===== config.mk =====
export PLATFORM = sky130hd
export DESIGN_NAME = counter_sequencer
export DESIGN_NICKNAME = d
export VERILOG_FILES = /design/src/rtl/counter_sequencer_pkg.sv /design/src/rtl/counter_stall_monitor.sv /design/src/rtl/counter_sequencer.sv
export SDC_FILE = /design/constraint.sdc
export NUM_CORES = 1
export LEC_CHECK = 0
export CAP_MARGIN = 25
export CORE_MARGIN = 2
export CORE_UTILIZATION = 35
export DETAILED_ROUTE_END_ITERATION = 10
export SLEW_MARGIN = 20
export SYNTH_ARGS = -nofsm -noshare
export SYNTH_HDL_FRONTEND = slang
export SYNTH_SLANG_ARGS = --single-unit

===== constraint.sdc =====
create_clock -name i_clock -period 2.25 [get_ports i_clock]
set_clock_uncertainty 0.15 [all_clocks]
set_input_delay 0.3375 -clock i_clock [delete_from_list [all_inputs] [get_ports i_clock]]
set_output_delay 0.3375 -clock i_clock [all_outputs]
set_load 0.03 [all_outputs]

===== src/rtl/counter_sequencer_pkg.sv =====
// Shared definitions for the counter sequencer: parameter defaults and the
// FSM state encoding used by the top-level controller.
package counter_sequencer_pkg;

    localparam int WIDTH_DEF        = 8;
    localparam int STALL_CYCLES_DEF = 16;

    typedef logic [2:0] state_t;

    localparam state_t ST_IDLE  = 3'd0;
    localparam state_t ST_LOAD  = 3'd1;
    localparam state_t ST_RUN   = 3'd2;
    localparam state_t ST_PAUSE = 3'd3;
    localparam state_t ST_DONE  = 3'd4;
    localparam state_t ST_CLR   = 3'd5;
    localparam state_t ST_ERR   = 3'd6;

endpackage


===== src/rtl/counter_stall_monitor.sv =====
// Watchdog for the external counter: counts consecutive running cycles in
// which ctr_count did not move and flags the cycle that reaches the limit.
module counter_stall_monitor
    import counter_sequencer_pkg::*;
#(
    parameter int WIDTH        = WIDTH_DEF,
    parameter int STALL_CYCLES = STALL_CYCLES_DEF
) (
    input  logic             i_clock,
    input  logic             i_clear_n,
    input  logic [WIDTH-1:0] i_ctr_count,
    input  logic             i_run_active,
    input  logic             i_load,
    output logic             o_stall
);

    localparam int CW = $clog2(STALL_CYCLES + 1);
    localparam logic [CW-1:0] STALL_TC  = CW'(STALL_CYCLES - 1);
    localparam logic [CW-1:0] STALL_MAX = CW'(STALL_CYCLES);

    logic [WIDTH-1:0] r_prev;
    logic [CW-1:0]    r_cnt;
    logic             w_same;

    assign w_same = (i_ctr_count == r_prev);

    // Remember last cycle's counter value to detect movement.
    always_ff @(posedge i_clock or negedge i_clear_n) begin
        if (!i_clear_n) begin
            r_prev <= '0;
        end else begin
            r_prev <= i_ctr_count;
        end
    end

    // Unchanged-cycle counter; held (not cleared) while the counter is idle.
    always_ff @(posedge i_clock or negedge i_clear_n) begin
        if (!i_clear_n) begin
            r_cnt <= '0;
        end else if (i_load || !w_same) begin
            r_cnt <= '0;
        end else if (i_run_active && (r_cnt != STALL_MAX)) begin
            r_cnt <= r_cnt + 1'b1;
        end
    end

    // Stall fires on the unchanged running cycle that completes the window.
    always_comb begin
        o_stall = i_run_active && w_same && (r_cnt == STALL_TC);
    end

endmodule


===== src/rtl/counter_sequencer.sv =====
// Sequencer for an external loadable up-counter: load a preset, run to a
// limit, pulse done; supports pause, abort, auto-reload and a stall watchdog.
//
//   state | meaning
//   IDLE  | waiting for start, counter untouched
//   LOAD  | ctr_load asserted, counter takes preset this edge
//   RUN   | counting until ctr_count == limit
//   PAUSE | counting suspended, resume with start
//   DONE  | one-cycle done pulse, optional reload
//   CLR   | one-cycle ctr_clear after abort
//   ERR   | watchdog tripped, wait for abort
module counter_sequencer
    import counter_sequencer_pkg::*;
#(
    parameter int WIDTH        = WIDTH_DEF,
    parameter int STALL_CYCLES = STALL_CYCLES_DEF
) (
    input  logic             i_clock,
    input  logic             i_clear_n,
    input  logic             i_start,
    input  logic             i_stop,
    input  logic             i_abort,
    input  logic             i_auto_reload,
    input  logic [WIDTH-1:0] i_preset,
    input  logic [WIDTH-1:0] i_limit,
    input  logic [WIDTH-1:0] i_ctr_count,
    output logic             o_ctr_clear,
    output logic             o_ctr_load,
    output logic [WIDTH-1:0] o_ctr_data,
    output logic             o_ctr_run,
    output logic             o_busy,
    output logic             o_done,
    output logic             o_stalled,
    output logic [7:0]       o_reload_cnt
);

    state_t           r_state;
    state_t           w_state_next;
    logic [WIDTH-1:0] r_preset_q;
    logic [WIDTH-1:0] r_limit_q;
    logic             r_auto_q;
    logic [7:0]       r_reload_cnt;
    logic             w_at_limit;
    logic             w_stall;
    logic             w_start_job;
    logic             w_reload;

    assign w_at_limit  = (i_ctr_count == r_limit_q);
    assign w_start_job = (r_state == ST_IDLE) && !i_abort && i_start;
    assign w_reload    = (r_state == ST_DONE) && !i_abort && r_auto_q && !i_stop;

    // State register.
    always_ff @(posedge i_clock or negedge i_clear_n) begin
        if (!i_clear_n) begin
            r_state <= ST_IDLE;
        end else begin
            r_state <= w_state_next;
        end
    end

    // Next-state logic; abort always wins, then stop, then start.
    always_comb begin
        w_state_next = r_state;
        case (r_state)
            ST_IDLE: begin
                if (i_abort)      w_state_next = ST_CLR;
                else if (i_start) w_state_next = ST_LOAD;
            end
            ST_LOAD: begin
                if (i_abort) w_state_next = ST_CLR;
                else         w_state_next = ST_RUN;
            end
            ST_RUN: begin
                if (i_abort)         w_state_next = ST_CLR;
                else if (w_at_limit) w_state_next = ST_DONE;
                else if (i_stop)     w_state_next = ST_PAUSE;
                else if (w_stall)    w_state_next = ST_ERR;
            end
            ST_PAUSE: begin
                if (i_abort)                w_state_next = ST_CLR;
                else if (i_start && !i_stop) w_state_next = ST_RUN;
            end
            ST_DONE: begin
                if (i_abort)       w_state_next = ST_CLR;
                else if (w_reload) w_state_next = ST_LOAD;
                else               w_state_next = ST_IDLE;
            end
            ST_CLR: w_state_next = ST_IDLE;
            ST_ERR: begin
                if (i_abort) w_state_next = ST_CLR;
            end
            default: w_state_next = ST_IDLE;
        endcase
    end

    // Job parameters captured at start, plus the saturating reload counter.
    always_ff @(posedge i_clock or negedge i_clear_n) begin
        if (!i_clear_n) begin
            r_preset_q   <= '0;
            r_limit_q    <= '0;
            r_auto_q     <= 1'b0;
            r_reload_cnt <= '0;
        end else if (w_start_job) begin
            r_preset_q   <= i_preset;
            r_limit_q    <= i_limit;
            r_auto_q     <= i_auto_reload;
            r_reload_cnt <= '0;
        end else if (w_reload && (r_reload_cnt != 8'hFF)) begin
            r_reload_cnt <= r_reload_cnt + 8'd1;
        end
    end

    // Output decode; ctr_run drops combinationally at the limit so the
    // counter can never step past it.
    always_comb begin
        o_ctr_load   = (r_state == ST_LOAD);
        o_ctr_clear  = (r_state == ST_CLR);
        o_done       = (r_state == ST_DONE);
        o_busy       = (r_state != ST_IDLE);
        o_stalled    = (r_state == ST_ERR);
        o_ctr_run    = (r_state == ST_RUN) && !w_at_limit;
        o_ctr_data   = r_preset_q;
        o_reload_cnt = r_reload_cnt;
    end

    counter_stall_monitor #(
        .WIDTH        (WIDTH),
        .STALL_CYCLES (STALL_CYCLES)
    ) u_stall_monitor (
        .i_clock      (i_clock),
        .i_clear_n    (i_clear_n),
        .i_ctr_count  (i_ctr_count),
        .i_run_active (o_ctr_run),
        .i_load       (o_ctr_load),
        .o_stall      (w_stall)
    );

endmodule


==> flow_metrics.tcl, run 1 <==
set metrics [dict create \
    yosysSeqAreaShare 0.512 \
    viasPerCell 4.81 \
    synth.net_count 204 \
    endpoint_kind "primary output" \
    coreArea_um2 5510 \
    rsz0062_at_grt "false" \
    synth_area_um2 2010 \
    hpwlAfterDp_um 3040 \
    slew_viol_final 0 \
    area_growth_pct 41.9 \
    layout-drive-gt1-share 0.214 \
    row_count 27 \
    numPortBuffers 51 \
    p_per_area_nw_per_um2 943 \
    antenna_found_initial 0 \
    path_class "reg2out" \
    cts_root_buf "clkbuf_8" \
    grt_pass1_wl_um 7320 \
    ys_seq_elements 41 \
    seqCellArea_um2 1030 \
    finalSetupViolations 0 \
    die_h_um 79.7 \
    hold_class "in2reg" \
    syn_avg_cell_area_um2 11.8 \
    synth_edf_count 0 \
    fin_crit_ns 2.18 \
    timing.final.ws_setup_ns 0.0686 \
    fillCellCount 494 \
    max_freq_ghz 0.458 \
    post-route-period-util 0.970 \
    initial_utilization 0.364 \
    postSynthCellCount 170 \
    place_ws_ns -0.427 \
    drtIter0Drc 46 \
    worst_slew_pin_slew_ns 0.555 \
    die-width_um 79.7 \
    antenna_cells 0 \
    max_cap_viol_count 0 \
    dpl.cell_count 305 \
    cts_sinks 41 \
    vdd_drop_max_mv 0.657 \
    fin_cells 315 \
    nets 276 \
    die_area_um2 6350 \
    post-route-drc-count 0 \
    grt_max_degree 26 \
    ys.flop_type "dfrtp_1" \
    path_clk_slew_ns 0.08 \
    crit_required_ns 1.76 \
    grt_util_all_layers 0.148 \
    worst_ep_arrival_time_ns 1.69 \
    cts_tree "done" \
    gr-total-overflow 0 \
    critical_path_peak_fanout 8 \
    dr.pass1.iters 4 \
    critPathLaunchType "register" \
    max_slew_margin 0.630 \
    num_vias 1515 \
    cts_buffer_depth 2 \
    hold_viol 0 \
    wl_per_cell_um 13.1 \
    num_io_pins 52 \
    yosys_warnings 0 \
    power_leakage_nw 1.26 \
    cts_made_buffers 5 \
    routed_wl_um 4120 \
    ant_nets 0 \
    cts.htree.levels 2 \
    async_reset_ff_frac 1.00 \
    grt_pass1_vias 1554 \
    multi_input_area_um2 928 \
    synth.distinct_cells 38 \
    clkLatencyLatePin_ns 0.30 \
    gp_congestion 0.814 \
    status "finished, final reports clean" \
]
==> cell usage in the layout (no fill, tap or decap), types with 2 or more instances in the layout <==
cell type	instances
dfrtp_1	41
clkdlybuf4s50_1	40
buf_4	18
xnor2_1	17
mux2_2	17
nor2_1	15
nand4_1	8
xor2_1	8
dlymetal6s2s_1	6
inv_1	5
nand3_1	5
o21ai_0	5
clkbuf_8	5
and3_1	4
a21oi_1	4
ha_1	4
and2_1	3
nand2b_1	3
dlygate4sd2_1	3
nor3b_1	2
nor3b_2	2
and4_1	2
nand2_1	2
nand3b_1	2
==> cells by family (layout without fill, tap and decap cells) <==
kind of cell | count (synthesis) | in the layout | synth area share
simple gates | 55 | 55 | 0.170
xor+xnor | 25 | 25 | 0.109
buf+inv | 10 | 83 | 0.0268
compound gates | 17 | 17 | 0.0568
flops | 41 | 41 | 0.512
mux | 18 | 18 | 0.100
fa+ha+maj | 4 | 4 | 0.0250
==> routing by layer <==
layer  share of wire  GRT usage  routed length, um
met2            0.45      0.232               1870
met5               0          0                  0
met1            0.47      0.197               1940
met3           0.060     0.0385                248
met4           0.015     0.0517                 62
==> cell type report <==
class,count,area share
inverters,5,0.00659
well taps,72,0.0316
multi-input cells,119,0.326
clock buffers,6,0.0255
repair buffers,70,0.236
clock inverters,2,0.0136
flip-flops and latches,41,0.360
==> worst paths after layout <==
check                                         start                   endpoint  slack, ns  depth (start not counted)
setup reg to reg           u_stall_monitor.r_cnt[0]   u_stall_monitor.r_cnt[2]       0.24                          6
min in group asynchronous                 i_clear_n            o_reload_cnt[5]       0.40                          2
setup / recovery                         r_state[2]                o_ctr_clear       0.07                          3
hold reg to reg                       o_ctr_data[5]              o_ctr_data[5]       0.36                          1
hold / removal                       i_ctr_count[7]  u_stall_monitor.r_prev[7]       0.17                          2
max in group asynchronous                 i_clear_n               r_limit_q[4]       0.99                          3
==> worst max-delay path, stage by stage, from the launching register on <==
cell and delay [ns]:
dfrtp_1 0.42, buf_4 0.17, and3b_1 0.15, clkdlybuf4s50_1 0.66
==> synth_stat cells, types with 2 or more instances <==
| master | count | share of area |
|---|---|---|
| and3_1 | 4 | 0.012 |
| nand2b_1 | 3 | 0.0094 |
| mux2_2 | 17 | 0.095 |
| dfrtp_1 | 41 | 0.51 |
| a21oi_1 | 4 | 0.010 |
| nand2_1 | 2 | 0.0037 |
| nand3_1 | 5 | 0.012 |
| nand4_1 | 8 | 0.025 |
| inv_1 | 5 | 0.0094 |
| clkbuf_1 | 2 | 0.0037 |
| xnor2_1 | 17 | 0.074 |
| ha_1 | 4 | 0.025 |
| o21ai_0 | 5 | 0.012 |
| and4_1 | 2 | 0.0087 |
| buf_6 | 2 | 0.011 |
| xor2_1 | 8 | 0.035 |
| nor3b_1 | 2 | 0.0075 |
| nor2_1 | 15 | 0.028 |
| and2_1 | 3 | 0.0094 |
| nand3b_1 | 2 | 0.0075 |
| nor3b_2 | 2 | 0.012 |
==> power breakdown <==
part	internal (mW)	switching, mW	leakage [nW]
logic	0.534	0.481	0.685
registers	0.926	0.152	0.515
clock network	0.333	0.258	0.0554
==> metrics by stage <==
stage / power (mW) / util / area, um2 / hold slack, ns / TNS (ns)
6_report: 2.68 / 0.517 / 2850 / 0.165 / 0
5_1_grt: 2.85 / 0.517 / 2850 / 0.171 / 0
4_1_cts: 2.72 / 0.514 / 2830 / 0.365 / 0
3_5_place_dp: 2.13 / 0.491 / 2710 / 0.216 / -0.578
3_3_place_gp: 2.12 / 0.491 / 2710 / 0.211 / -0.547
2_1_floorplan: 1.71 / - / 2010 / -0.108 / 0
==> repair_timing <==
action | CTS | global route
pin swaps | 2 | 6
hold buffers | 1 | 0
buffers inserted | 1 | 0
resized for setup | 9 | 7
cloned | 0 | 0
hold endpoints to repair | 22 | 0
endpoints found under the setup margin | 4 | 2
==> sequential cells by signal, indices dropped and copies added, names as in the netlist <==
name,cells
u_stall_monitor.r_prev,8
r_limit_q,8
o_reload_cnt,8
u_stall_monitor.r_cnt,5
r_auto_q,1
o_ctr_data,8
r_state,3
Power figures use the tool's default switching activity.
==> run 2, diff against run 1 <==
Settings changed: CTS_BUF_LIST from default to sky130_fd_sc_hd__clkbuf_8.
==> flow_metrics.tcl, run 2 (synthesis results as in run 1) <==
set metrics [dict create \
    critPathSlowestCell "clkdlybuf4s50_1" \
    ant_nets 0 \
    critical_path_peak_fanout 8 \
    dpl_cell_area_um2 2710 \
    routed_wl_um 4120 \
    worst_ep_arrival_time_ns 1.69 \
    die_area_um2 6350 \
    hold_slack_ns 0.165 \
    grt_max_degree 26 \
    num_io_pins 52 \
    die-width_um 79.7 \
    crit_required_ns 1.76 \
    crit_buf_inv 2 \
    rsz0062_at_grt "false" \
    final_cell_mix "dfrtp_1 (41), clkdlybuf4s50_1 (40), buf_4 (18)" \
    final_common_cell "dfrtp_1" \
    clkLatencyLatePin_ns 0.30 \
    sw_frac_of_total 0.333 \
    initial_utilization 0.364 \
    antenna_cells 0 \
    status "finished, final reports clean" \
    path_cells "buf_4 -> and3b_1 -> clkdlybuf4s50_1" \
    hpwlAfterDp_um 3040 \
    cts_sinks 41 \
    num_vias 1515 \
    row_count 27 \
    critPathLaunchType "register" \
    p_per_area_nw_per_um2 942 \
    grt_pass1_wl_um 7320 \
    gp_congestion 0.814 \
    antenna_found_initial 0 \
    cp_slowest_stage_delay_ns 0.66 \
    cts_tree "done" \
    nets 276 \
    grt_util_all_layers 0.148 \
    layout-drive-gt1-share 0.214 \
    die_h_um 79.7 \
    cts.htree.levels 2 \
    finalSetupViolations 0 \
    gr-total-overflow 0 \
    p_switching_uw 892 \
    post-route-drc-count 0 \
    power_leakage_nw 1.26 \
    max_freq_ghz 0.458 \
    numPortBuffers 51 \
    hold_viol 0 \
    cts_buffer_depth 2 \
    grt_pass1_vias 1554 \
    wl_per_cell_um 13.1 \
    worst_slew_pin_slew_ns 0.555 \
    pwr-share-clk 0.219 \
    cts_made_buffers 5 \
    path_clk_slew_ns 0.08 \
    viasPerCell 4.81 \
    hold_class "in2reg" \
    path_class "reg2out" \
    p_comb_frac 0.379 \
    fillCellCount 494 \
    design_area_um2 2850 \
    endpoint_kind "primary output" \
    crit_family "buffers and inverters" \
    p_seq_frac 0.402 \
    max_cap_viol_count 0 \
    coreArea_um2 5510 \
    slew_viol_final 0 \
    post-route-period-util 0.970 \
    dr.pass1.iters 4 \
    fin_crit_ns 2.18 \
    area_growth_pct 41.9 \
    max_slew_margin 0.630 \
    p_int_mw 1.79 \
    vdd_drop_max_mv 0.657 \
    drtIter0Drc 46 \
    cts_root_buf "clkbuf_8" \
]
[run 2: power by group through the flow]
stage               combinational, mW  sequential [mW]  clock, mW
floorplan                       0.498             1.21          0
global placement                 1.03             1.09          0
detailed placement               1.03             1.10          0
CTS                              1.03             1.08      0.603
global route                     1.10             1.11      0.638
finish                           1.01             1.08      0.587
[run 2: layer usage]
metal | global-route usage | part of all wire | vias up
met5 | 0 | 0 | -
met4 | 0.0517 | 0.015 | 0
met3 | 0.0385 | 0.060 | 6
met2 | 0.232 | 0.45 | 46
met1 | 0.197 | 0.47 | 721
li1 | - | - | 742
[run 2: worst register-to-register path, delay by kind of cell, from the launching register on]
kind	cells	cell delay [ns]
compound gates	3	0.57
fa+ha+maj	1	0.14
flops	1	0.42
simple gates	1	0.59
buf+inv	1	0.07
[run 2: stage by stage]
step                      total power, mW  instances  setup TNS [ns]   util  setup slack, ns
after floorplan                      1.71        170               0      -            0.193
after global placement               2.12        305          -0.547  0.491           -0.412
after detailed placement             2.13        305          -0.578  0.491           -0.427
after CTS                            2.72        315               0  0.514          0.00174
after global routing                 2.85        315               0  0.517          0.00410
final                                2.68        315               0  0.517           0.0686
[run 2: path summary, 6_finish.rpt]
path                                           from                         to  slack [ns]  cells past startpoint
max reg2reg                u_stall_monitor.r_cnt[0]   u_stall_monitor.r_cnt[2]        0.24                      6
min in group asynchronous                 i_clear_n            o_reload_cnt[5]        0.40                      2
min                                  i_ctr_count[7]  u_stall_monitor.r_prev[7]        0.16                      2
max                                      r_state[2]                o_ctr_clear        0.07                      3
min reg2reg                           o_ctr_data[5]              o_ctr_data[5]        0.36                      1
max in group asynchronous                 i_clear_n               r_limit_q[4]        0.99                      3
[run 2: cell type report]
class / instances / area, um2 / share of cell area
clock inverter: 3 / 42.5 / 0.0149
multi-input combinational: 119 / 928 / 0.326
tap: 72 / 90.1 / 0.0316
clock buffer: 5 / 68.8 / 0.0242
inverter: 5 / 18.8 / 0.00659
timing repair buffer: 70 / 672 / 0.236
sequential: 41 / 1030 / 0.360
[run 2: repair_timing]
item                                    4_1_cts  5_1_grt
hold buffers                                  1        0
pin swaps                                     2        6
setup buffers                                 1        0
resized for setup                             9        7
cloned                                        0        0
endpoints found under the setup margin        4        2
hold endpoints to repair                     22        0
==> variant 1, RTL diff (flow settings as in run 1) <==
`STALL_CYCLES_DEF`: 16 -> 32.
--- a/src/rtl/counter_sequencer_pkg.sv
+++ b/src/rtl/counter_sequencer_pkg.sv
@@ -5,3 +5,3 @@
     localparam int WIDTH_DEF        = 8;
-    localparam int STALL_CYCLES_DEF = 16;
+    localparam int STALL_CYCLES_DEF = 32;
 
Formal check against the unedited RTL: no difference found for any inputs over 10 cycles, from zero or initial values; that may be too few to reach the edited logic, so the function may still have changed.
==> variant 1 against run 1 <==
- largest power group is now combinational cells
- design area up 3.8%
- wire length up 4.8%
- total power up 15%
- sequential cell count up 1
- worst setup slack better by 36 ps
- synthesized area up 7.7%
- critical path depth up 3
==> variant 1: results (changes against run 1) <==
Parameter                              Value

Global routing
  All-Layer GR Usage ... 0.139 (-0.00912)
  Global Route met3 Usage ... 0.0348 (-0.00368)
  Number of global-route vias before repair ... 1578 (+1.5%)
  Met1 layer usage reported by global route ... 0.177 (-0.0204)
  Met2 demand-to-capacity share in global routing ... 0.229 (-0.00290)

Place
  Cell count after placement ... 320 (+4.9%)
  HPWL after DPL ... 3230 µm (+6.2%)
  Routability Congestion ... 0.738 (-9.4%)
  Post-Place Worst Slack ... -41.2 ps (+386 ps)
  Total placed instance area ... 2830 µm² (+4.6%)

Power
  Worst VDD drop ... 0.000468 V (-29%)
  Power dissipated in sequential cells ... 1.15 mW (+6%)
  Clock network power share ... 0.197 (-0.023)

STA
  Final critical-path setup slack ... 105 ps (+36.2 ps)
  Worst hold slack across all endpoints ... 356 ps (+191 ps)
  Relative max-transition margin ... 0.640 (+0.0103)

Clock network
  Count of instances resized after the clock tree is built ... 5 (-4)
  Post-CTS setup buffers ... 0 (-1)

Logic synthesis
  Post-synth net total ... 219 (+7.4%)
  Post-synthesis instance total ... 186 (+9.4%)
  Count of distinct cell types in the synthesized netlist ... 42 (+11%)
  Yosys top cell area share ... 0.487 (-0.0249)
  Sequential-to-total area share from yosys stat ... 0.487 (-0.0249)
  Yosys warning total ... 0 (unchanged)
  Top cells by count, synth ... sky130_fd_sc_hd__dfrtp_1 (42), sky130_fd_sc_hd__xnor2_1 (16), sky130_fd_sc_hd__mux2_4 (12), sky130_fd_sc_hd__nand4_1 (10), sky130_fd_sc_hd__nor2_1 (10)
  Ranking of synthesized cells by area ... sky130_fd_sc_hd__dfrtp_1 (49%), sky130_fd_sc_hd__mux2_4 (8.3%), sky130_fd_sc_hd__xnor2_1 (6.5%)

Drt
  Drt first-iter violations ... 54 (+17%)
  Vias per cell ... 4.89 (+1.7%)
  Routed length on met2 ... 2130 µm (+14%)
  Post-route met1 wirelength ... 1970 µm (+1.5%)
  Detail-routed net length per standard cell ... 13.1 µm (+0.34%)

Setup path
  Maximum single-stage delay on the critical path ... 430 ps (-230 ps)
  Maximum fanout along the worst path ... 3 (-5)
  Arrival @ worst endpoint ... 1660 ps (-30 ps)

Finish
  Finished Layout Cells ... 329 (+4.4%)
  Share of layout cells above drive strength 1 ... 0.209 (-0.00533)

Run status
  Outcome ... completed

Worst hold path
  Worst hold path type ... register to register
[variant 1: cell count changes after synthesis, moves of 4 or more]
| cell | before | now |
|---|---|---|
| sky130_fd_sc_hd__nor2_1 | 15 | 10 |
| sky130_fd_sc_hd__a21oi_1 | 4 | 8 |
| sky130_fd_sc_hd__nand2_1 | 2 | 8 |
| sky130_fd_sc_hd__mux2_4 | 0 | 12 |
| sky130_fd_sc_hd__nor3_1 | 0 | 4 |
| sky130_fd_sc_hd__mux2_2 | 17 | 5 |
| sky130_fd_sc_hd__nand3_1 | 5 | 9 |
[variant 1: final cells by class]
type / instances / area, µm²
Clock buffer: 5 / 68.8
Clock inverter: 3 / 43.8
Fill cell: 570 / 3000
Inverter: 4 / 15.0
Multi-Input combinational cell: 132 / 1030
Sequential cell: 42 / 1050
Tap cell: 75 / 93.8
Timing Repair Buffer: 68 / 653
[variant 1: logic make-up after synthesis]
family	count (synthesis)	share of synthesized area
DFF	42	0.487
and+or+nand+nor	64	0.182
xor gates and xnor gates	22	0.0892
AOI/OAI and AO/OA	26	0.0759
buffers and inverters	12	0.0394
adders and majority gates	3	0.0174
muxes	17	0.109
[variant 1: worst paths after layout]
check | to | from | cells past startpoint
worst max-delay path | o_ctr_run | i_ctr_count[3] | 6
worst min-delay path | r_auto_q$_DFFE_PN0P_ | r_auto_q$_DFFE_PN0P_ | 1
worst max register to register | r_limit_q[7]$_DFFE_PN0P_ | r_state[2]$_DFFE_PN0P_ | 4
worst min register to register | r_auto_q$_DFFE_PN0P_ | r_auto_q$_DFFE_PN0P_ | 1
max in group asynchronous | r_limit_q[4]$_DFFE_PN0P_ | i_clear_n | 3
min in group asynchronous | r_state[0]$_DFFE_PN0P_ | i_clear_n | 2
